File: src/rtl/spi_master_fifo.sv
// ============================================================================
// Module      : spi_master_fifo
// Description : SFR-mapped SPI master with TX/RX FIFOs, slave selects,
//               programmable SCK divider and back-to-back burst streaming.
// Revision    : 1.0 - initial release
// ============================================================================
`default_nettype none
`timescale 1ns/1ps

module spi_master_fifo #(
  parameter int          DW         = 8,
  parameter int          FIFO_DEPTH = 4,
  parameter int          NSS        = 4,
  parameter logic [7:0]  BASE       = 8'h02
) (
  input  logic           clk_i,
  input  logic           rst_i,
  input  logic           psel_i,
  input  logic           penable_i,
  input  logic           we_i,
  input  logic           re_i,
  input  logic [7:0]     addrd_i,
  input  logic [DW-1:0]  databi_i,
  output logic [DW-1:0]  datab_o,
  output logic           sck_o,
  output logic           mosi_o,
  input  logic           miso_i,
  output logic [NSS-1:0] ssn_o,
  output logic           int_o,
  output logic           spim_busy_o,
  input  logic           es_i
);

  localparam int         AW     = $clog2(FIFO_DEPTH);
  localparam int         CW     = AW + 1;
  localparam int         BW     = $clog2(DW);
  localparam logic [7:0] A_CTRL = BASE;
  localparam logic [7:0] A_STAT = BASE + 8'd1;
  localparam logic [7:0] A_DATA = BASE + 8'd2;
  localparam logic [7:0] A_DIV  = BASE + 8'd3;
  localparam logic [7:0] A_SSEL = BASE + 8'd4;

  typedef enum logic [2:0] {S_IDLE, S_SETUP, S_LEAD, S_TRAIL, S_HOLD} state_e;

  state_e           state_q;
  logic [7:0]       ctrl_q, div_q, cnt_q;
  logic [NSS-1:0]   ssel_q;
  logic             spif_q, wcol_q, rovf_q, int_q, sck_q, sample_q, first_q;
  logic [DW-1:0]    shift_q;
  logic [BW-1:0]    bitcnt_q;
  logic [DW-1:0]    tx_mem_q [FIFO_DEPTH];
  logic [DW-1:0]    rx_mem_q [FIFO_DEPTH];
  logic [AW-1:0]    tx_wp_q, tx_rp_q, rx_wp_q, rx_rp_q;
  logic [CW-1:0]    tx_cnt_q, rx_cnt_q;

  // Control fields
  logic ie, spe, dord, cpol, cpha, ss_auto;
  assign ie      = ctrl_q[7];
  assign spe     = ctrl_q[6];
  assign dord    = ctrl_q[5];
  assign cpol    = ctrl_q[3];
  assign cpha    = ctrl_q[2];
  assign ss_auto = ctrl_q[1];

  // Bus strobes and FIFO / sequencer events
  logic wr, rd, busy, tick, last_bit, abort, start, frame_end, spif_set, stat_wr;
  logic tx_empty, tx_full, rx_empty, rx_full;
  logic tx_push_req, tx_push, tx_pop, wcol_set, rx_pop, rx_push, rovf_set;
  logic [DW-1:0] rx_word;

  // Shift one bit into the receive end selected by bit order
  function automatic logic [DW-1:0] shift_in(input logic [DW-1:0] s, input logic b,
                                             input logic lsb_first);
    return lsb_first ? {b, s[DW-1:1]} : {s[DW-2:0], b};
  endfunction

  assign wr          = psel_i & ~penable_i & we_i;
  assign rd          = psel_i & ~penable_i & re_i;
  assign busy        = (state_q != S_IDLE);
  assign tick        = (cnt_q == 8'd0);
  assign last_bit    = (bitcnt_q == BW'(DW - 1));
  assign abort       = busy & ~spe;
  assign tx_empty    = (tx_cnt_q == '0);
  assign tx_full     = (tx_cnt_q == CW'(FIFO_DEPTH));
  assign rx_empty    = (rx_cnt_q == '0);
  assign rx_full     = (rx_cnt_q == CW'(FIFO_DEPTH));
  assign start       = (state_q == S_IDLE) & spe & ~tx_empty;
  assign frame_end   = ~abort & (state_q == S_TRAIL) & tick & last_bit;
  assign spif_set    = (state_q == S_HOLD) & tick;
  assign stat_wr     = wr & (addrd_i == A_STAT);
  assign tx_pop      = ~abort & (start | (frame_end & ~tx_empty));
  assign tx_push_req = ~abort & wr & (addrd_i == A_DATA);
  assign tx_push     = tx_push_req & (~tx_full | tx_pop);
  assign wcol_set    = tx_push_req & ~tx_push;
  assign rx_pop      = ~abort & rd & (addrd_i == A_DATA) & ~rx_empty;
  assign rx_push     = frame_end & (~rx_full | rx_pop);
  assign rovf_set    = frame_end & ~rx_push;
  // Final trailing edge: CPHA=1 samples the line now, CPHA=0 uses the bit caught on the leading edge
  assign rx_word     = shift_in(shift_q, cpha ? miso_i : sample_q, dord);

  assign sck_o       = sck_q;
  assign mosi_o      = dord ? shift_q[0] : shift_q[DW-1];
  assign int_o       = int_q;
  assign spim_busy_o = busy;
  assign ssn_o       = (ss_auto && !busy) ? {NSS{1'b1}} : ~ssel_q;

  // SFR read mux, zero for unmapped addresses
  always_comb begin
    datab_o = '0;
    case (addrd_i)
      A_CTRL:  datab_o[7:0]     = ctrl_q;
      A_STAT:  datab_o[5:0]     = {busy, ~rx_empty, tx_empty, rovf_q, wcol_q, spif_q};
      A_DATA:  if (!rx_empty) datab_o = rx_mem_q[rx_rp_q];
      A_DIV:   datab_o[7:0]     = div_q;
      A_SSEL:  datab_o[NSS-1:0] = ssel_q;
      default: datab_o = '0;
    endcase
  end

  // Registers, FIFOs and the serial sequencer
  always_ff @(posedge clk_i or posedge rst_i) begin
    if (rst_i) begin
      state_q  <= S_IDLE;
      ctrl_q   <= '0;
      div_q    <= '0;
      cnt_q    <= '0;
      ssel_q   <= '0;
      spif_q   <= 1'b0;
      wcol_q   <= 1'b0;
      rovf_q   <= 1'b0;
      int_q    <= 1'b0;
      sck_q    <= 1'b0;
      sample_q <= 1'b0;
      first_q  <= 1'b0;
      shift_q  <= '0;
      bitcnt_q <= '0;
      tx_wp_q  <= '0;
      tx_rp_q  <= '0;
      rx_wp_q  <= '0;
      rx_rp_q  <= '0;
      tx_cnt_q <= '0;
      rx_cnt_q <= '0;
      for (int i = 0; i < FIFO_DEPTH; i++) begin
        tx_mem_q[i] <= '0;
        rx_mem_q[i] <= '0;
      end
    end else begin
      int_q <= spif_q & ie & es_i;
      if (wr && addrd_i == A_CTRL) ctrl_q <= databi_i[7:0];
      if (wr && addrd_i == A_DIV)  div_q  <= databi_i[7:0];
      if (wr && addrd_i == A_SSEL && !busy) ssel_q <= databi_i[NSS-1:0];

      if (abort) begin
        // Disabling the block mid-transfer drops everything queued
        state_q  <= S_IDLE;
        sck_q    <= cpol;
        spif_q   <= 1'b0;
        wcol_q   <= 1'b0;
        rovf_q   <= 1'b0;
        tx_wp_q  <= '0;
        tx_rp_q  <= '0;
        rx_wp_q  <= '0;
        rx_rp_q  <= '0;
        tx_cnt_q <= '0;
        rx_cnt_q <= '0;
      end else begin
        spif_q <= spif_set | (spif_q & ~(stat_wr & databi_i[0]));
        wcol_q <= wcol_set | (wcol_q & ~(stat_wr & databi_i[1]));
        rovf_q <= rovf_set | (rovf_q & ~(stat_wr & databi_i[2]));

        if (tx_push) begin
          tx_mem_q[tx_wp_q] <= databi_i;
          tx_wp_q           <= tx_wp_q + AW'(1);
        end
        if (tx_pop) tx_rp_q <= tx_rp_q + AW'(1);
        tx_cnt_q <= tx_cnt_q + CW'(tx_push) - CW'(tx_pop);

        if (rx_push) begin
          rx_mem_q[rx_wp_q] <= rx_word;
          rx_wp_q           <= rx_wp_q + AW'(1);
        end
        if (rx_pop) rx_rp_q <= rx_rp_q + AW'(1);
        rx_cnt_q <= rx_cnt_q + CW'(rx_push) - CW'(rx_pop);

        case (state_q)
          S_IDLE: begin
            sck_q <= cpol;
            if (start) begin
              shift_q  <= tx_mem_q[tx_rp_q];
              cnt_q    <= div_q;
              bitcnt_q <= '0;
              first_q  <= 1'b1;
              state_q  <= S_SETUP;
            end
          end
          S_SETUP: begin
            if (tick) begin
              cnt_q   <= div_q;
              state_q <= S_LEAD;
            end else cnt_q <= cnt_q - 8'd1;
          end
          S_LEAD: begin
            if (tick) begin
              cnt_q   <= div_q;
              sck_q   <= ~cpol;
              first_q <= 1'b0;
              if (!cpha) sample_q <= miso_i;
              else if (!first_q) shift_q <= shift_in(shift_q, sample_q, dord);
              state_q <= S_TRAIL;
            end else cnt_q <= cnt_q - 8'd1;
          end
          S_TRAIL: begin
            if (tick) begin
              cnt_q <= div_q;
              sck_q <= cpol;
              if (!cpha) shift_q <= shift_in(shift_q, sample_q, dord);
              else sample_q <= miso_i;
              if (!last_bit) begin
                bitcnt_q <= bitcnt_q + BW'(1);
                state_q  <= S_LEAD;
              end else if (!tx_empty) begin
                // Next queued word starts without a gap under the same select
                shift_q  <= tx_mem_q[tx_rp_q];
                bitcnt_q <= '0;
                first_q  <= 1'b1;
                state_q  <= S_LEAD;
              end else state_q <= S_HOLD;
            end else cnt_q <= cnt_q - 8'd1;
          end
          S_HOLD: begin
            if (tick) state_q <= S_IDLE;
            else cnt_q <= cnt_q - 8'd1;
          end
          default: state_q <= S_IDLE;
        endcase
      end
    end
  end

endmodule

`default_nettype wire
File: config.mk
export PLATFORM = sky130hd
export DESIGN_NAME = spi_master_fifo
export DESIGN_NICKNAME = d
export VERILOG_FILES = /design/src/rtl/spi_master_fifo.sv
export SDC_FILE = /design/constraint.sdc
export NUM_CORES = 1
export LEC_CHECK = 0
export ABC_AREA = 1
export CAP_MARGIN = 20
export CELL_PAD_IN_SITES_DETAIL_PLACEMENT = 1
export CELL_PAD_IN_SITES_GLOBAL_PLACEMENT = 2
export CORE_MARGIN = 2
export CORE_UTILIZATION = 25
export DETAILED_ROUTE_END_ITERATION = 7
export DONT_BUFFER_PORTS = 1
export MAX_ROUTING_LAYER = met4
export PLACE_DENSITY = 0.63
export SKIP_CTS_REPAIR_TIMING = 1
export SLEW_MARGIN = 20
export SYNTH_ARGS = -nofsm -noshare
export SYNTH_HDL_FRONTEND = slang
export SYNTH_SLANG_ARGS = --single-unit
File: constraint.sdc
create_clock -name clk_i -period 4.75 [get_ports clk_i]
set_input_delay 1.425 -clock clk_i [delete_from_list [all_inputs] [get_ports clk_i]]
set_output_delay 1.425 -clock clk_i [all_outputs]
set_load 0.005 [all_outputs]
==> results.txt, run 1 <==
Worst Clk Skew = 0.0111 ns
switching portion of total power = 32.0%
H-tree levels = 4
final setup margin = 0.772 ns
Hold Path Sink = rx_mem_q[11]
port bufs = 0
Detail Placement HPWL = 17700 microns
Worst Hold Depth = 2
Synth Area per Inst = 7.48 sq um
first-pass GRT wire length = 39300 microns
Initial DRC Count = 370
antenna-violating nets left = 0
# diodes = 0
GPL Wtd Cong = 0.828
crit path kind = in2out
pwr dens = 370 nW/um^2
largest net degree at the start of global routing = 52
worst slack, placed = 0.780 ns
Top cell by count, worst path = nor2_1
Worst slew margin = 29.0%
Worst Path Arrival = 2.55 ns
synth top area cells = dfrtp_1 44%, nand2_1 18%, nand4_1 6.2%, o21ai_0 5.3%, inv_1 3.7%
Setup violations, final = 0
fmax = 251 MHz
flop2flop setup slack = 1.31 ns
Logic pwr share = 16.2%
WL per Instance = 18.1 microns
fillers = 3543
post-synth top area share = 44.0%
share of cells above drive strength 1 = 7.87%
critical path required time = 3.32 ns
Clock power frac = 46.3%
die width = 174 microns
vias per cell = 4.75
post-synthesis sequential area ratio = 44.0%
Slew Limit Fails = 0
Rows = 62
RR Endpoint = rx_cnt_q[2]
P&R area growth vs syn = 13.1%
RSZ-0062 raised after global routing = no
routed wl met2 = 11000 microns
Post-synth top flop = dfrtp_1
Post-synth EDFFs = 0
post-synthesis cell type count = 41
Reg power frac = 37.5%
FF-to-FF path depth = 13
WHS = 0.471 ns
Syn Nets = 1007
crit path time final = 3.98 ns
total power = 3.02 mW
cell-internal power = 2.05 mW
clk root buf = clkbuf_16
Async SR Flop Fraction = 100%
crit path cell chain = nor2_1 > nand2_1 > nor2_1 > inv_1 > o21ai_0 > a21oi_1 > nand3_1
all-layer global routing usage = 17.3%
total clock sinks = 127
Synth Register Bits = 127
via count = 6410
mapped cell area = 7220 sq um
CTS tree = yes
cell taking the most area after synthesis = dfrtp_1
register area = 3180 sq um
placeable core area = 28500 sq um
die height = 174 microns
met1 WL = 12400 microns
startpoint types = input pin
synth warn = 0
Static Leak = 3.98 nW
gr ovfl total = 0
final net count = 995
Reg clk slew, reported paths = 0.06 ns
post-synthesis instance total = 965
Psw = 0.966 mW
Clock Path Buffers = 2
vias in the first global route = 6661
Post-Route Setup TNS = 0 ns
initial antenna violation count = 0
CTS Buf Count = 17
CP endpoint kind = output pin
Starting Density = 25.3%
transition time at the pin with the least slew margin = 1.05 ns
max_cap viols = 0
area used by multi-input combinational logic = 3480 sq um
worst-skew pair later-pin latency = 0.43 ns
R2R Path Start = state_q[2]
VDD IR max = 0.233 mV
critical path's slowest cell = nor2_1
CP peak stage delay = 0.38 ns
Tcrit/Tclk final = 83.7%
Hold Crit Start = rx_mem_q[11]
Hold Path Class = reg2reg
routed wire length on met3 = 600 microns
run status = complete, no violations
first-pass detailed-route iteration total = 4
Max FO, Critical Path = 6
DR DRC count = 0
Post-Route WL = 24400 microns
I/O Pins = 40
Hold Vio Cnt, Final = 0
uppermost layer routed = met4
die area = 30200 sq um
logic make-up (layout without fill, tap and decap cells):
| logic type | after synthesis | in the layout | synth area share (%) |
|---|---|---|---|
| AO/OA/AOI/OAI | 115 | 115 | 8.63 |
| XOR/XNOR | 8 | 8 | 0.971 |
| adder cells (fa/ha/maj) | 18 | 18 | 3.33 |
| buffers and inverters | 125 | 126 | 7.70 |
| flip-flops | 127 | 127 | 44.0 |
| AND/OR/NAND/NOR | 572 | 572 | 35.3 |
metal layers:
layer	vias to the layer above	global-route usage [%]
met1	3153	24.2
met3	20	2.87
met2	81	25.8
met4	0	4.94
met5	-	-
li1	3156	-
per-stage QoR:
stage / utilization, % / cells / cell area (sq um)
2_1_floorplan: - / 965 / 7220
3_3_place_gp: 26.5 / 1318 / 7550
3_5_place_dp: 26.5 / 1318 / 7550
4_1_cts: 28.6 / 1350 / 8160
5_1_grt: 28.6 / 1350 / 8160
6_report: 28.6 / 1350 / 8160
cell usage in the layout, fill, tap and decap left out, types with 3 or more instances in the layout:
cell	synthesis	layout
a21oi_1	13	13
a22oi_1	3	3
buf_4	5	6
bufinv_16	0	3
clkbuf_16	0	17
clkinv_1	3	3
clkinv_4	0	4
clkinvlp_4	0	3
dfrtp_1	127	127
ha_1	16	16
inv_1	72	71
inv_2	11	11
inv_6	0	4
nand2_1	351	351
nand2_2	4	4
nand2_4	3	3
nand3_1	52	52
nand3_2	8	8
nand4_1	72	72
nor2_1	63	63
nor2_2	4	4
nor2_4	3	3
nor3_1	4	4
o211ai_1	3	3
o21ai_0	76	76
o21ai_1	4	4
o22ai_1	8	8
xnor2_1	3	3
xor2_1	5	5
power by group through the flow:
stage	logic, mW	clock network, mW	registers, mW
global placement	0.490	0	1.15
CTS	0.497	1.43	1.13
detailed placement	0.496	0	1.15
finish	0.488	1.40	1.13
global route	0.558	1.47	1.14
floorplan	0.344	0	1.15
cells in the mapped netlist (6+ instances only):
library cell	instances
inv_1	72
clkbuf_1	18
nor2_1	63
nand4_1	72
ha_1	16
o21ai_0	76
nand2_1	351
o22ai_1	8
a21oi_1	13
nand3_2	8
nand3_1	52
dfrtp_1	127
buf_2	6
buf_6	8
inv_2	11
worst max path at each step:
stage | start | end | slack [ns]
4_1_cts | addrd_i[7] | datab_o[2] | 0.78
2_1_floorplan | addrd_i[7] | datab_o[3] | 1.08
3_5_place_dp | addrd_i[7] | datab_o[2] | 0.78
6_report | addrd_i[7] | datab_o[2] | 0.77
3_3_place_gp | addrd_i[7] | datab_o[3] | 0.79
5_1_grt | addrd_i[7] | datab_o[3] | 0.60
worst max-delay path, delay by kind of cell:
| kind | cells | cell delay, ns |
|---|---|---|
| and+or+nand+nor | 4 | 0.74 |
| buffers and inverters | 1 | 0.15 |
| AOI/OAI and AO/OA | 2 | 0.23 |
registers in the layout, indices dropped and copies added, names as in the netlist, 3 cells and up:
signal,flops
bitcnt_q,3
cnt_q,8
ctrl_q,8
div_q,8
rx_cnt_q,3
rx_mem_q,32
shift_q,8
ssel_q,4
state_q,3
tx_cnt_q,3
tx_mem_q,32
final cells by class:
class	instances	share of cell area (%)
multi-input cells	713	42.7
flip-flops and latches	127	38.9
well taps	384	5.89
clock buffers	17	5.21
inverters	86	4.00
clock inverters	15	2.27
repair buffers	8	1.04
(Power assumes the default switching activity.)
==> run 2: changes to the inputs <==
clock period = 3.2 ns   (was 4.75 ns; I/O delays follow)
==> results.txt, run 2 (synthesized netlist as in run 1, its figures left out) <==
run status = complete, no violations
placeable core area = 28500 sq um (unchanged)
P&R area growth vs syn = 13.3%
final setup margin = 0.234 ns (-0.538 ns)
WL per Instance = 18.2 microns (+0.76%)
VDD IR max = 0.260 mV (+12%)
Starting Density = 25.3% (unchanged)
DR DRC count = 0 (unchanged)
gr ovfl total = 0 (unchanged)
total clock sinks = 127 (unchanged)
share of cells above drive strength 1 = 8.68% (+0.81 points)
Slew Limit Fails = 0 (unchanged)
die height = 174 microns (unchanged)
total power = 4.17 mW (+38%)
RSZ-0062 raised after global routing = no
final net count = 1009 (+1.4%)
Hold Path Class = reg2reg
critical path's slowest cell = nand2_1
Top cell by count, worst path = nand2_1
Placed Instance Area = 7670 sq um (+1.6%)
Post-Route Setup TNS = 0 ns (unchanged)
CP peak stage delay = 0.21 ns (-0.17 ns)
Worst slew margin = 25.2% (-3.8 points)
Initial DRC Count = 392 (+5.9%)
startpoint types = input pin
via count = 6431 (+0.33%)
worst-skew pair later-pin latency = 0.42 ns (about the same)
flop2flop setup slack = 0.39 ns (-0.92 ns)
Rows = 62 (unchanged)
crit path kind = in2out
all-layer global routing usage = 17.4% (+0.12 points)
clk root buf = clkbuf_16
I/O Pins = 40 (unchanged)
Worst Path Arrival = 2.01 ns (-0.54 ns)
Max FO, Critical Path = 7 (+1)
pwr dens = 510 nW/um^2 (+38%)
Worst Hold Depth = 2 (unchanged)
Static Leak = 4.00 nW (+0.53%)
GPL Wtd Cong = 0.803 (-3.1%)
FF-to-FF path depth = 13 (unchanged)
CTS Buf Count = 17 (unchanged)
Post-Layout Cell Count = 1363 (+0.96%)
Hold Path Sink = rx_mem_q[11]
first-pass detailed-route iteration total = 5 (+1)
register area = 3180 sq um (unchanged)
CP endpoint kind = output pin
fillers = 3547 (+0.11%)
delay-heaviest family, CP = simple AND/OR/NAND/NOR gates
first-pass GRT wire length = 39400 microns (+0.23%)
worst slack, placed = 0.133 ns (-0.647 ns)
design area = 8180 sq um (+0.20%)
largest net degree at the start of global routing = 54 (+3.8%)
Clock Path Buffers = 2 (unchanged)
die area = 30200 sq um (unchanged)
final core occ = 28.7% (+0.057 points)
vias in the first global route = 6594 (-1.0%)
H-tree levels = 4 (unchanged)
Worst Setup SP = addrd_i[3]
Hold Vio Cnt, Final = 0 (unchanged)
CP bufs+invs = 2 (+1)
max_cap viols = 0 (unchanged)
Detail Placement HPWL = 18100 microns (+2.1%)
WHS = 0.467 ns (-0.00446 ns)
DP Cell Count = 1332 (+1.1%)
# diodes = 0 (unchanged)
antenna-violating nets left = 0 (unchanged)
RR Endpoint = tx_cnt_q[2]
commonest non-fill, non-tap cell in the layout = nand2_1
Worst Clk Skew = 0.0131 ns (+0.00205 ns)
die width = 174 microns (unchanged)
Hold Crit Start = rx_mem_q[11]
fmax = 337 MHz
crit path cell chain = inv_1 > nand2_1 > nor2_1 > nand2_1 > nor2_4 > buf_4 > a22oi_1 > nand3b_1
area used by multi-input combinational logic = 3480 sq um (unchanged)
transition time at the pin with the least slew margin = 1.11 ns (+0.0564 ns)
crit path time final = 2.97 ns
critical path required time = 2.24 ns (-1.08 ns)
Post-Route WL = 24800 microns (+1.7%)
initial antenna violation count = 0 (unchanged)
Largest regs = rx_mem_q x32, tx_mem_q x32
most frequent cells in the layout = 351 x nand2_1, 127 x dfrtp_1, 76 x o21ai_0
Setup violations, final = 0 (unchanged)
CTS tree = yes
Tcrit/Tclk final = 92.7%
vias per cell = 4.72 (-0.63%)
R2R Path Start = state_q[0]
Reg clk slew, reported paths = 0.05 ns (about the same)
port bufs = 0 (unchanged)
## run 2: changes by cell type in the layout (fill, tap and decap cells not counted), sizes merged
| cell | previous run | this run |
|---|---|---|
| clkbuf | 17 | 21 |
| bufinv | 3 | 0 |
| buf | 8 | 22 |
| clkinvlp | 3 | 4 |
| inv | 86 | 82 |
| clkinv | 9 | 10 |
## run 2: tightest hold or removal path, stage by stage (launching register included)
cell	delay, ns
dfrtp_1	0.33
nand2_1	0.06
nand2_1	0.05
## run 2: where the power goes
part	switching, mW	total (mW)	internal (mW)
clock	0.771	1.75	0.982
sequential	0.0391	1.68	1.64
combinational	0.553	0.735	0.182
## run 2: layout make-up
cell class / instances / share of cell area, %
multi-input combinational: 713 / 42.6
sequential: 127 / 38.8
tap: 384 / 5.87
clock buffer: 21 / 5.38
inverter: 86 / 3.99
timing repair buffer: 22 / 2.48
clock inverter: 10 / 0.841
## run 2: per-layer routing
layer / part of all wire (%) / track usage, % / vias to the layer above
met5: 0 / - / -
met4: 0.85 / 3.68 / 0
met3: 2.9 / 3.02 / 16
met2: 46 / 26.8 / 89
met1: 50 / 24.1 / 3150
li1: - / - / 3176
## run 2: worst max path at each step
stage             endpoint  slack, ns  depth (start not counted)
2_1_floorplan  rx_cnt_q[2]       0.17                         15
3_3_place_gp   rx_cnt_q[2]       0.18                         15
3_5_place_dp   rx_cnt_q[2]       0.13                         15
4_1_cts         datab_o[1]       0.18                          5
5_1_grt         datab_o[1]       0.09                          8
6_report        datab_o[1]       0.23                          8
==> run 3: changes to the inputs <==
CAP_MARGIN = not set   (was 20)
==> results of run 3 <==
Final layout, timing and power as in run 2 (identical DEF).
